==> src/rtl/fetch_unit.sv <==
// Instruction fetch stage: PC register, single outstanding imem read, valid/ready hand-off to decode.
// Optional FETCH_BRANCH_REL_EN: target_addr is an offset from the last accepted instruction + 1.
module fetch_unit #(
    parameter int unsigned    AW       = 10,
    parameter int unsigned    DW       = 10,
    parameter logic [AW-1:0]  RESET_PC = '0
) (
    input  logic          clk,
    input  logic          rst_n,
    input  logic          fetch_cntrl,
    input  logic [AW-1:0] target_addr,
    output logic          imem_req,
    output logic [AW-1:0] imem_addr,
    input  logic          imem_ready,
    input  logic [DW-1:0] imem_rdata,
    output logic [DW-1:0] instr,
    output logic [AW-1:0] instr_pc,
    output logic          instr_valid,
    input  logic          instr_ready
);

    localparam logic [1:0] S_IDLE = 2'd0;
    localparam logic [1:0] S_REQ  = 2'd1;
    localparam logic [1:0] S_HOLD = 2'd2;

    logic [1:0]    state_q, state_d;
    logic [AW-1:0] pc_q, pc_d;
    logic [DW-1:0] instr_q, instr_d;
    logic [AW-1:0] instr_pc_q, instr_pc_d;
    logic          instr_valid_q, instr_valid_d;
    logic          redir_pend_q, redir_pend_d;
    logic [AW-1:0] redir_pc_q, redir_pc_d;
    logic [AW-1:0] eff_target;

`ifdef FETCH_BRANCH_REL_EN
    logic [AW-1:0] last_acc_pc_q, last_acc_pc_d;

    assign eff_target = last_acc_pc_q + AW'(1) + target_addr;

    always_comb begin
        last_acc_pc_d = last_acc_pc_q;
        if (instr_valid_q && instr_ready) begin
            last_acc_pc_d = instr_pc_q;
        end
    end

    always_ff @(posedge clk or negedge rst_n) begin
        if (!rst_n) begin
            last_acc_pc_q <= RESET_PC;
        end else begin
            last_acc_pc_q <= last_acc_pc_d;
        end
    end
`else
    assign eff_target = target_addr;
`endif

    always_comb begin
        state_d       = state_q;
        pc_d          = pc_q;
        instr_d       = instr_q;
        instr_pc_d    = instr_pc_q;
        instr_valid_d = instr_valid_q;
        redir_pend_d  = redir_pend_q;
        redir_pc_d    = redir_pc_q;
        case (state_q)
            S_IDLE: state_d = S_REQ;
            S_REQ: begin
                // The read in flight always completes; a redirect only decides its fate.
                if (imem_ready) begin
                    if (fetch_cntrl) begin
                        pc_d         = eff_target;
                        redir_pend_d = 1'b0;
                    end else if (redir_pend_q) begin
                        pc_d         = redir_pc_q;
                        redir_pend_d = 1'b0;
                    end else begin
                        instr_d       = imem_rdata;
                        instr_pc_d    = pc_q;
                        instr_valid_d = 1'b1;
                        state_d       = S_HOLD;
                    end
                end else if (fetch_cntrl) begin
                    redir_pend_d = 1'b1;
                    redir_pc_d   = eff_target;
                end
            end
            S_HOLD: begin
                if (fetch_cntrl) begin
                    instr_valid_d = 1'b0;
                    pc_d          = eff_target;
                    state_d       = S_REQ;
                end else if (instr_ready) begin
                    instr_valid_d = 1'b0;
                    pc_d          = pc_q + AW'(1);
                    state_d       = S_REQ;
                end
            end
            default: state_d = S_IDLE;
        endcase
    end

    always_ff @(posedge clk or negedge rst_n) begin
        if (!rst_n) begin
            state_q       <= S_IDLE;
            pc_q          <= RESET_PC;
            instr_q       <= '0;
            instr_pc_q    <= '0;
            instr_valid_q <= 1'b0;
            redir_pend_q  <= 1'b0;
            redir_pc_q    <= '0;
        end else begin
            state_q       <= state_d;
            pc_q          <= pc_d;
            instr_q       <= instr_d;
            instr_pc_q    <= instr_pc_d;
            instr_valid_q <= instr_valid_d;
            redir_pend_q  <= redir_pend_d;
            redir_pc_q    <= redir_pc_d;
        end
    end

    assign imem_req    = (state_q == S_REQ);
    assign imem_addr   = pc_q;
    assign instr       = instr_q;
    assign instr_pc    = instr_pc_q;
    assign instr_valid = instr_valid_q;

endmodule

==> config.mk <==
export PLATFORM = sky130hd
export DESIGN_NAME = fetch_unit
export DESIGN_NICKNAME = d
export VERILOG_FILES = /design/src/rtl/fetch_unit.sv
export SDC_FILE = /design/constraint.sdc
export NUM_CORES = 1
export LEC_CHECK = 0
export CAP_MARGIN = 20
export CORE_MARGIN = 2
export CORE_UTILIZATION = 35
export CTS_CLUSTER_DIAMETER = 80
export DETAILED_ROUTE_END_ITERATION = 8
export PLACE_DENSITY = 0.66
export SYNTH_ARGS = -nofsm -noshare
export SYNTH_HDL_FRONTEND = slang
export SYNTH_SLANG_ARGS = --single-unit
==> constraint.sdc <==
create_clock -name clk -period 1.65 [get_ports clk]
set_input_delay 0.2475 -clock clk [delete_from_list [all_inputs] [get_ports clk]]
set_output_delay 0.2475 -clock clk [all_outputs]
set_load 0.01 [all_outputs]
# Yosys cells after proc, flatten, opt, wreduce, memory -nomap -nowiden
# Index checks and enable logic that the tools add are counted.
[op_classes]
addsub = 1
eq_ne = 7
mux = 20
bitwise_logic = 3
n_reduce_logical = 9
[ops]
columns = ["op", "count"]
rows = [
  ["$mux W10", 5],
  ["$pmux W10 S2", 1],
  ["$reduce_and A4 Y1", 3],
  ["$add A10 B1 Y10 const B", 1],
  ["$mux W2", 5],
  ["$mux W1", 7],
  ["$pmux W2 S3", 1],
  ["$reduce_and A5 Y1", 1],
  ["$ne A2 B2 Y1 const B", 2],
  ["$reduce_bool A2 Y1", 2],
  ["$ne A3 B2 Y1 const B", 1],
  ["$ne A3 B3 Y1 const B", 1],
  ["$not A1 Y1", 3],
  ["$reduce_and A3 Y1", 1],
  ["$eq A2 B1 Y1 const B", 1],
  ["$eq A2 B2 Y1 const B", 1],
  ["$logic_not A2 Y1", 1],
  ["$ne A2 B1 Y1 const B", 1],
  ["$pmux W1 S2", 1],
  ["$reduce_and A2 Y1", 1],
]
[word_totals]
ff_bits = 44
input_bits = 25
output_inout_bits = 32
word_cells = 47

# Logic depth before layout (Yosys ltp)
[depth]
word_depth = 4
depth_mapped = 8
mapped_depth_nobuf = 6

# Worst setup path after synthesis
# Ideal clock, no wire load.
[synth_path]
kind = "register to register"
startpoint = "register state_q[1]"
endpoint = "register instr_q[9], in the netlist instr[9]"
setup_ns = 0.125
t_arrival_ns = 1.604
t_required_ns = 1.525
path_slack_ns = -0.078
path_stages_with_launch = 7
path_buffers = 1
synth_period_minus_slack_ns = 1.728
cell_sequence = "dfrtp_1 -> inv_1 -> ha_1 -> nand2_1 -> nor3_2 -> buf_4 -> mux2_2"
[synth_via]
elab_chain_cells = 2
[synth_rtl]
columns = ["item", "line", "text"]
rows = [
  ["start, declared", "26", "logic [1:0] state_q, state_d;"],
  ["start signal, assigned", "113", "state_q <= state_d;"],
  ["$eq A2 B1 Y1", "-", ""],
  ["via imem_req", "12", "output logic imem_req,"],
  ["$reduce_and A4 Y1 (no source line)", "-", ""],
  ["end signal, assigned", "115", "instr_q <= instr_d;"],
  ["end, declared", "28", "logic [DW-1:0] instr_q, instr_d;"],
]
# The timed path passes the listed nets, and every way through them passes these cells.
# A chain may end at the register's enable or synchronous reset.

# Worst setup path in the final report
[layout_path]
startpoint = "register state_q[0]"
endpoint = "register pc_q[1], in the netlist imem_addr[1]"
[layout_via]
elab_chain_cells = 3
elab_cells_between_ends = 8
classes_between = "eq/ne (5); mux (1); reduce/logical (2)"
[layout_rtl]
columns = ["item", "line", "text"]
rows = [
  ["$eq A2 B1 Y1 or $eq A2 B2 Y1 (tied branches)", "66", "case (state_q)"],
  ["$ne A3 B2 Y1 (no source line), or another cell as far along", "-", ""],
  ["$reduce_and A4 Y1 (no source line)", "-", ""],
  ["end signal, assigned", "114", "pc_q <= pc_d;"],
  ["end, declared", "27", "logic [AW-1:0] pc_q, pc_d;"],
]
# Several ways; a longest one is shown, not always the timed one.

==> qor.csv <==
stage,metric,value,unit
die,die area,0.00675,mm2
die,IO Count,57,
cts,clock buffer count from CTS,5,
layout,flip-flop and latch area,0.00110,mm2
sta,RSZ-0062 raised after global routing,true,
worst_hold_path,hold crit path type,input pin to asynchronous set/reset pin,
place,RePlAce Congestion,0.786,
detailed_routing,Pre-Repair DR Iteration Count,5,
die,initial core utilization,36.1,%
sta,Final Hold Fails,0,
detailed_routing,Vias,1713,
detailed_routing,WL final,4.98,mm
die,Core ar.,0.00592,mm2
detailed_routing,via/cell ratio,4.99,
critical_path,required time worst endpoint,1.85,ns
synthesis,number of synthesized flops with an enable pin,0,
layout,final-layout fill cell count,534,
global_routing,initial antenna violation count,0,
cts,Skew-Pair Late Insertion Delay,0.31,ns
place,dpl ws,-0.184,ns
die,die height,82.2,um
synthesis,Synth Area in XOR/XNOR,0.410,%
cts,TritonCTS Sinks,44,
critical_path,crit path launch type,flip-flop,
critical_path,Critical Path End Type,flip-flop,
pwr,P per Cell Area,1820,mW/mm2
synthesis,Synth Flop Type,dfrtp_1,
sta,Slew @ Worst Pin,0.272,ns
synthesis,Synth cell types,38,
layout,layout cells sized above 1,32.5,%
critical_path,critical path launch point,state_q[0],
critical_path,CP max FO,3,
detailed_routing,"antenna viol nets, final",0,
detailed_routing,initial DRC count,82,
sta,max-slew violation count,0,
critical_path,"most used cell, CP",inv_1,
layout,Multi-input gate area,0.00103,mm2
layout,antenna diode count,0,
layout,P&R area growth vs syn,50.2,%
sta,fin crit share,101,%
critical_path,"slowest stage delay, CP",0.39,ns
pwr,Max rail drop VDD,0.000789,V
die,Std-Cell Rows,28,
cts,CTS Buffer Depth,2,
global_routing,vias in the first global route,1597,
global_routing,Total Routing Usage GR,14.8,%
synthesis,multiplexer share of the synthesized area,18.7,%
critical_path,CP Cell Sequence,"inv_1, ha_1, inv_1, a211oi_4, buf_4, mux2_2",
layout,Final Core Density,54.2,%
die,die width,82.2,um
synthesis,Synth Cell Area,0.00214,mm2
synthesis,largest family of logic cells by synthesized area,multiplexers,
critical_path,"Data arrival, critical path",1.86,ns
detailed_routing,drt drc,0,
sta,Achievable Freq,0.600,GHz
critical_path,Top delay family on crit path,flip-flops,
synthesis,post-synthesis compound-gate area fraction,12.6,%
critical_path,critical path buffer and inverter count,3,
run_status,status,finished with violations,
sta,Tmin final,1.67,ns
global_routing,grt ovf,0,
synthesis,Post-Syn Instances,181,
synthesis,post-synthesis adder-cell area fraction,2.93,%
synthesis,post-synthesis sequential area ratio,51.5,%
place,dpl hpwl,3.36,mm
synthesis,Synth Net Count,211,
synthesis,post-synthesis simple-gate area fraction,9.36,%
job,max cap viols,0,
sta,final-report setup violation count,7,
pwr,Pleak,1.38,nW
cts,H-tree levels,2,
run_status,failing checks,negative setup slack,
cts,CTS Root Cell,clkbuf_8,
global_routing,largest net degree at the start of global routing,45,
layout,Layout Nets,298,
synthesis,Synth warnings,0,
sta,Max-slew headroom,81.9,%
cts,CTS tree,built,
place,PortBufs,56,
critical_path,CP Class,flip-flop to flip-flop,
detailed_routing,per-cell routed wire length,14.5,um
cts,clk slew on worst S/H paths,0.08,ns
synthesis,post-synthesis area per instance,11.8,um2
synthesis,#FFs+latches synth,44,
sta,Worst Clk Skew,0.00946,ns
critical_path,Reg2Reg Launch Point,state_q[0],
global_routing,global-route wire length before repair,7.36,mm
critical_path,"slowest stage cell, crit path",dfrtp_1,
synthesis,asr flop ratio synth,100,%
pwr,total power,5.85,mW
sta,fin worst setup slack,-0.0162,ns
worst paths after layout:
kind | end | slack (ns) | depth (start not counted)
max in group asynchronous | imem_addr[3] | 0.99 | 3
max reg2reg | imem_addr[1] | -0.02 | 6
min | imem_addr[6] | 0.44 | 3
min in group clk | instr_pc[2] | 0.51 | 1
max | imem_addr[1] | -0.02 | 6
min reg2reg | instr_pc[2] | 0.51 | 1
repair_timing:
| item | in CTS | in global routing |
|---|---|---|
| hold buffers | 1 | 0 |
| setup endpoints to repair | 1 | 30 |
| setup buffers | 0 | 9 |
| cloned | 0 | 2 |
| hold endpoints to repair | 44 | 0 |
| resized for setup | 1 | 40 |
| pin swaps | 0 | 5 |
cells in the final DEF, fill, tap and decap left out, types with 2 or more instances in the layout:
cell type        Yosys  routed
a211o_1              3       3
a21oi_1              8       8
a21oi_2              3       3
a31oi_1              2       2
buf_12               0       2
buf_4                2      21
buf_6                3       8
buf_8                0       2
clkbuf_8             0       5
clkdlybuf4s50_1      0      54
dfrtp_1             44      43
ha_1                 5       3
inv_1                5       4
inv_2                1       2
mux2_2              31      17
mux2_4               0      14
mux2i_1              4       4
nand2_1             15      14
nand3_1              4       4
nor2_1              13      13
o21ai_0             11      10
o2bb2ai_1            3       3
area by class of cell:
| type | count | area share, % |
|---|---|---|
| Tap cell | 75 | 2.92 |
| Sequential cell | 44 | 34.3 |
| Inverter | 6 | 0.701 |
| Clock inverter | 2 | 0.390 |
| Multi-Input combinational cell | 121 | 32.1 |
| Clock buffer | 5 | 2.14 |
| Timing Repair Buffer | 90 | 27.5 |
synth_stat cells (all sizes together), types with 2 or more instances:
| cell | n | area share [%] |
|---|---|---|
| a211oi | 2 | 1.3 |
| mux2i | 4 | 1.9 |
| buf | 9 | 3.2 |
| nand3 | 4 | 0.94 |
| o21ai | 12 | 3.0 |
| ha | 5 | 2.9 |
| o2bb2ai | 3 | 1.2 |
| a21oi | 11 | 3.1 |
| nand2 | 15 | 2.6 |
| inv | 6 | 1.1 |
| dfrtp | 44 | 51 |
| a31oi | 3 | 1.2 |
| mux2 | 32 | 17 |
| a211o | 3 | 1.2 |
| nor2 | 13 | 2.3 |
| nor3 | 2 | 0.70 |
through the flow:
| stage | area (um2) | setup TNS (ns) | hold WS [ns] | cells |
|---|---|---|---|---|
| 2_1_floorplan | 2140 | 0 | -0.0481 | 181 |
| 3_3_place_gp | 2910 | -3.71 | 0.246 | 324 |
| 3_5_place_dp | 2910 | -5.37 | 0.245 | 324 |
| 4_1_cts | 3000 | 0 | 0.465 | 332 |
| 5_1_grt | 3210 | -1.68 | 0.480 | 343 |
| 6_report | 3210 | -0.0451 | 0.441 | 343 |
kinds of logic (layout without fill, tap and decap cells):
group	after synthesis	count (layout)
compound gates	38	38
buf+inv	16	103
mux	36	36
flops	44	44
fa+ha+maj	5	5
simple gates	41	41
xor+xnor	1	1
metal layers:
metal	vias to the layer above	track usage, %	routed length (um)
met5	-	0	0
met4	0	6.17	85
met3	6	5.00	296
met2	54	24.1	2380
met1	833	17.9	2220
li1	820	-	-
power breakdown:
part	switching (mW)	internal [mW]	total [mW]
sequential	0.415	1.62	2.04
combinational	1.23	1.93	3.16
clock	0.369	0.287	0.655
total	2.02	3.83	5.85
state kept, by name, indices dropped and copies added (netlist names):
name          flops
imem_addr        10
instr            10
instr_pc         10
redir_pc_q       10
state_q           2
instr_valid       1
redir_pend_q      1
worst min-delay path: cells and delay by family:
kind | cells | cell delay (ns)
buffers and inverters | 3 | 0.87
No activity file was read; power rests on OpenSTA's default activity.
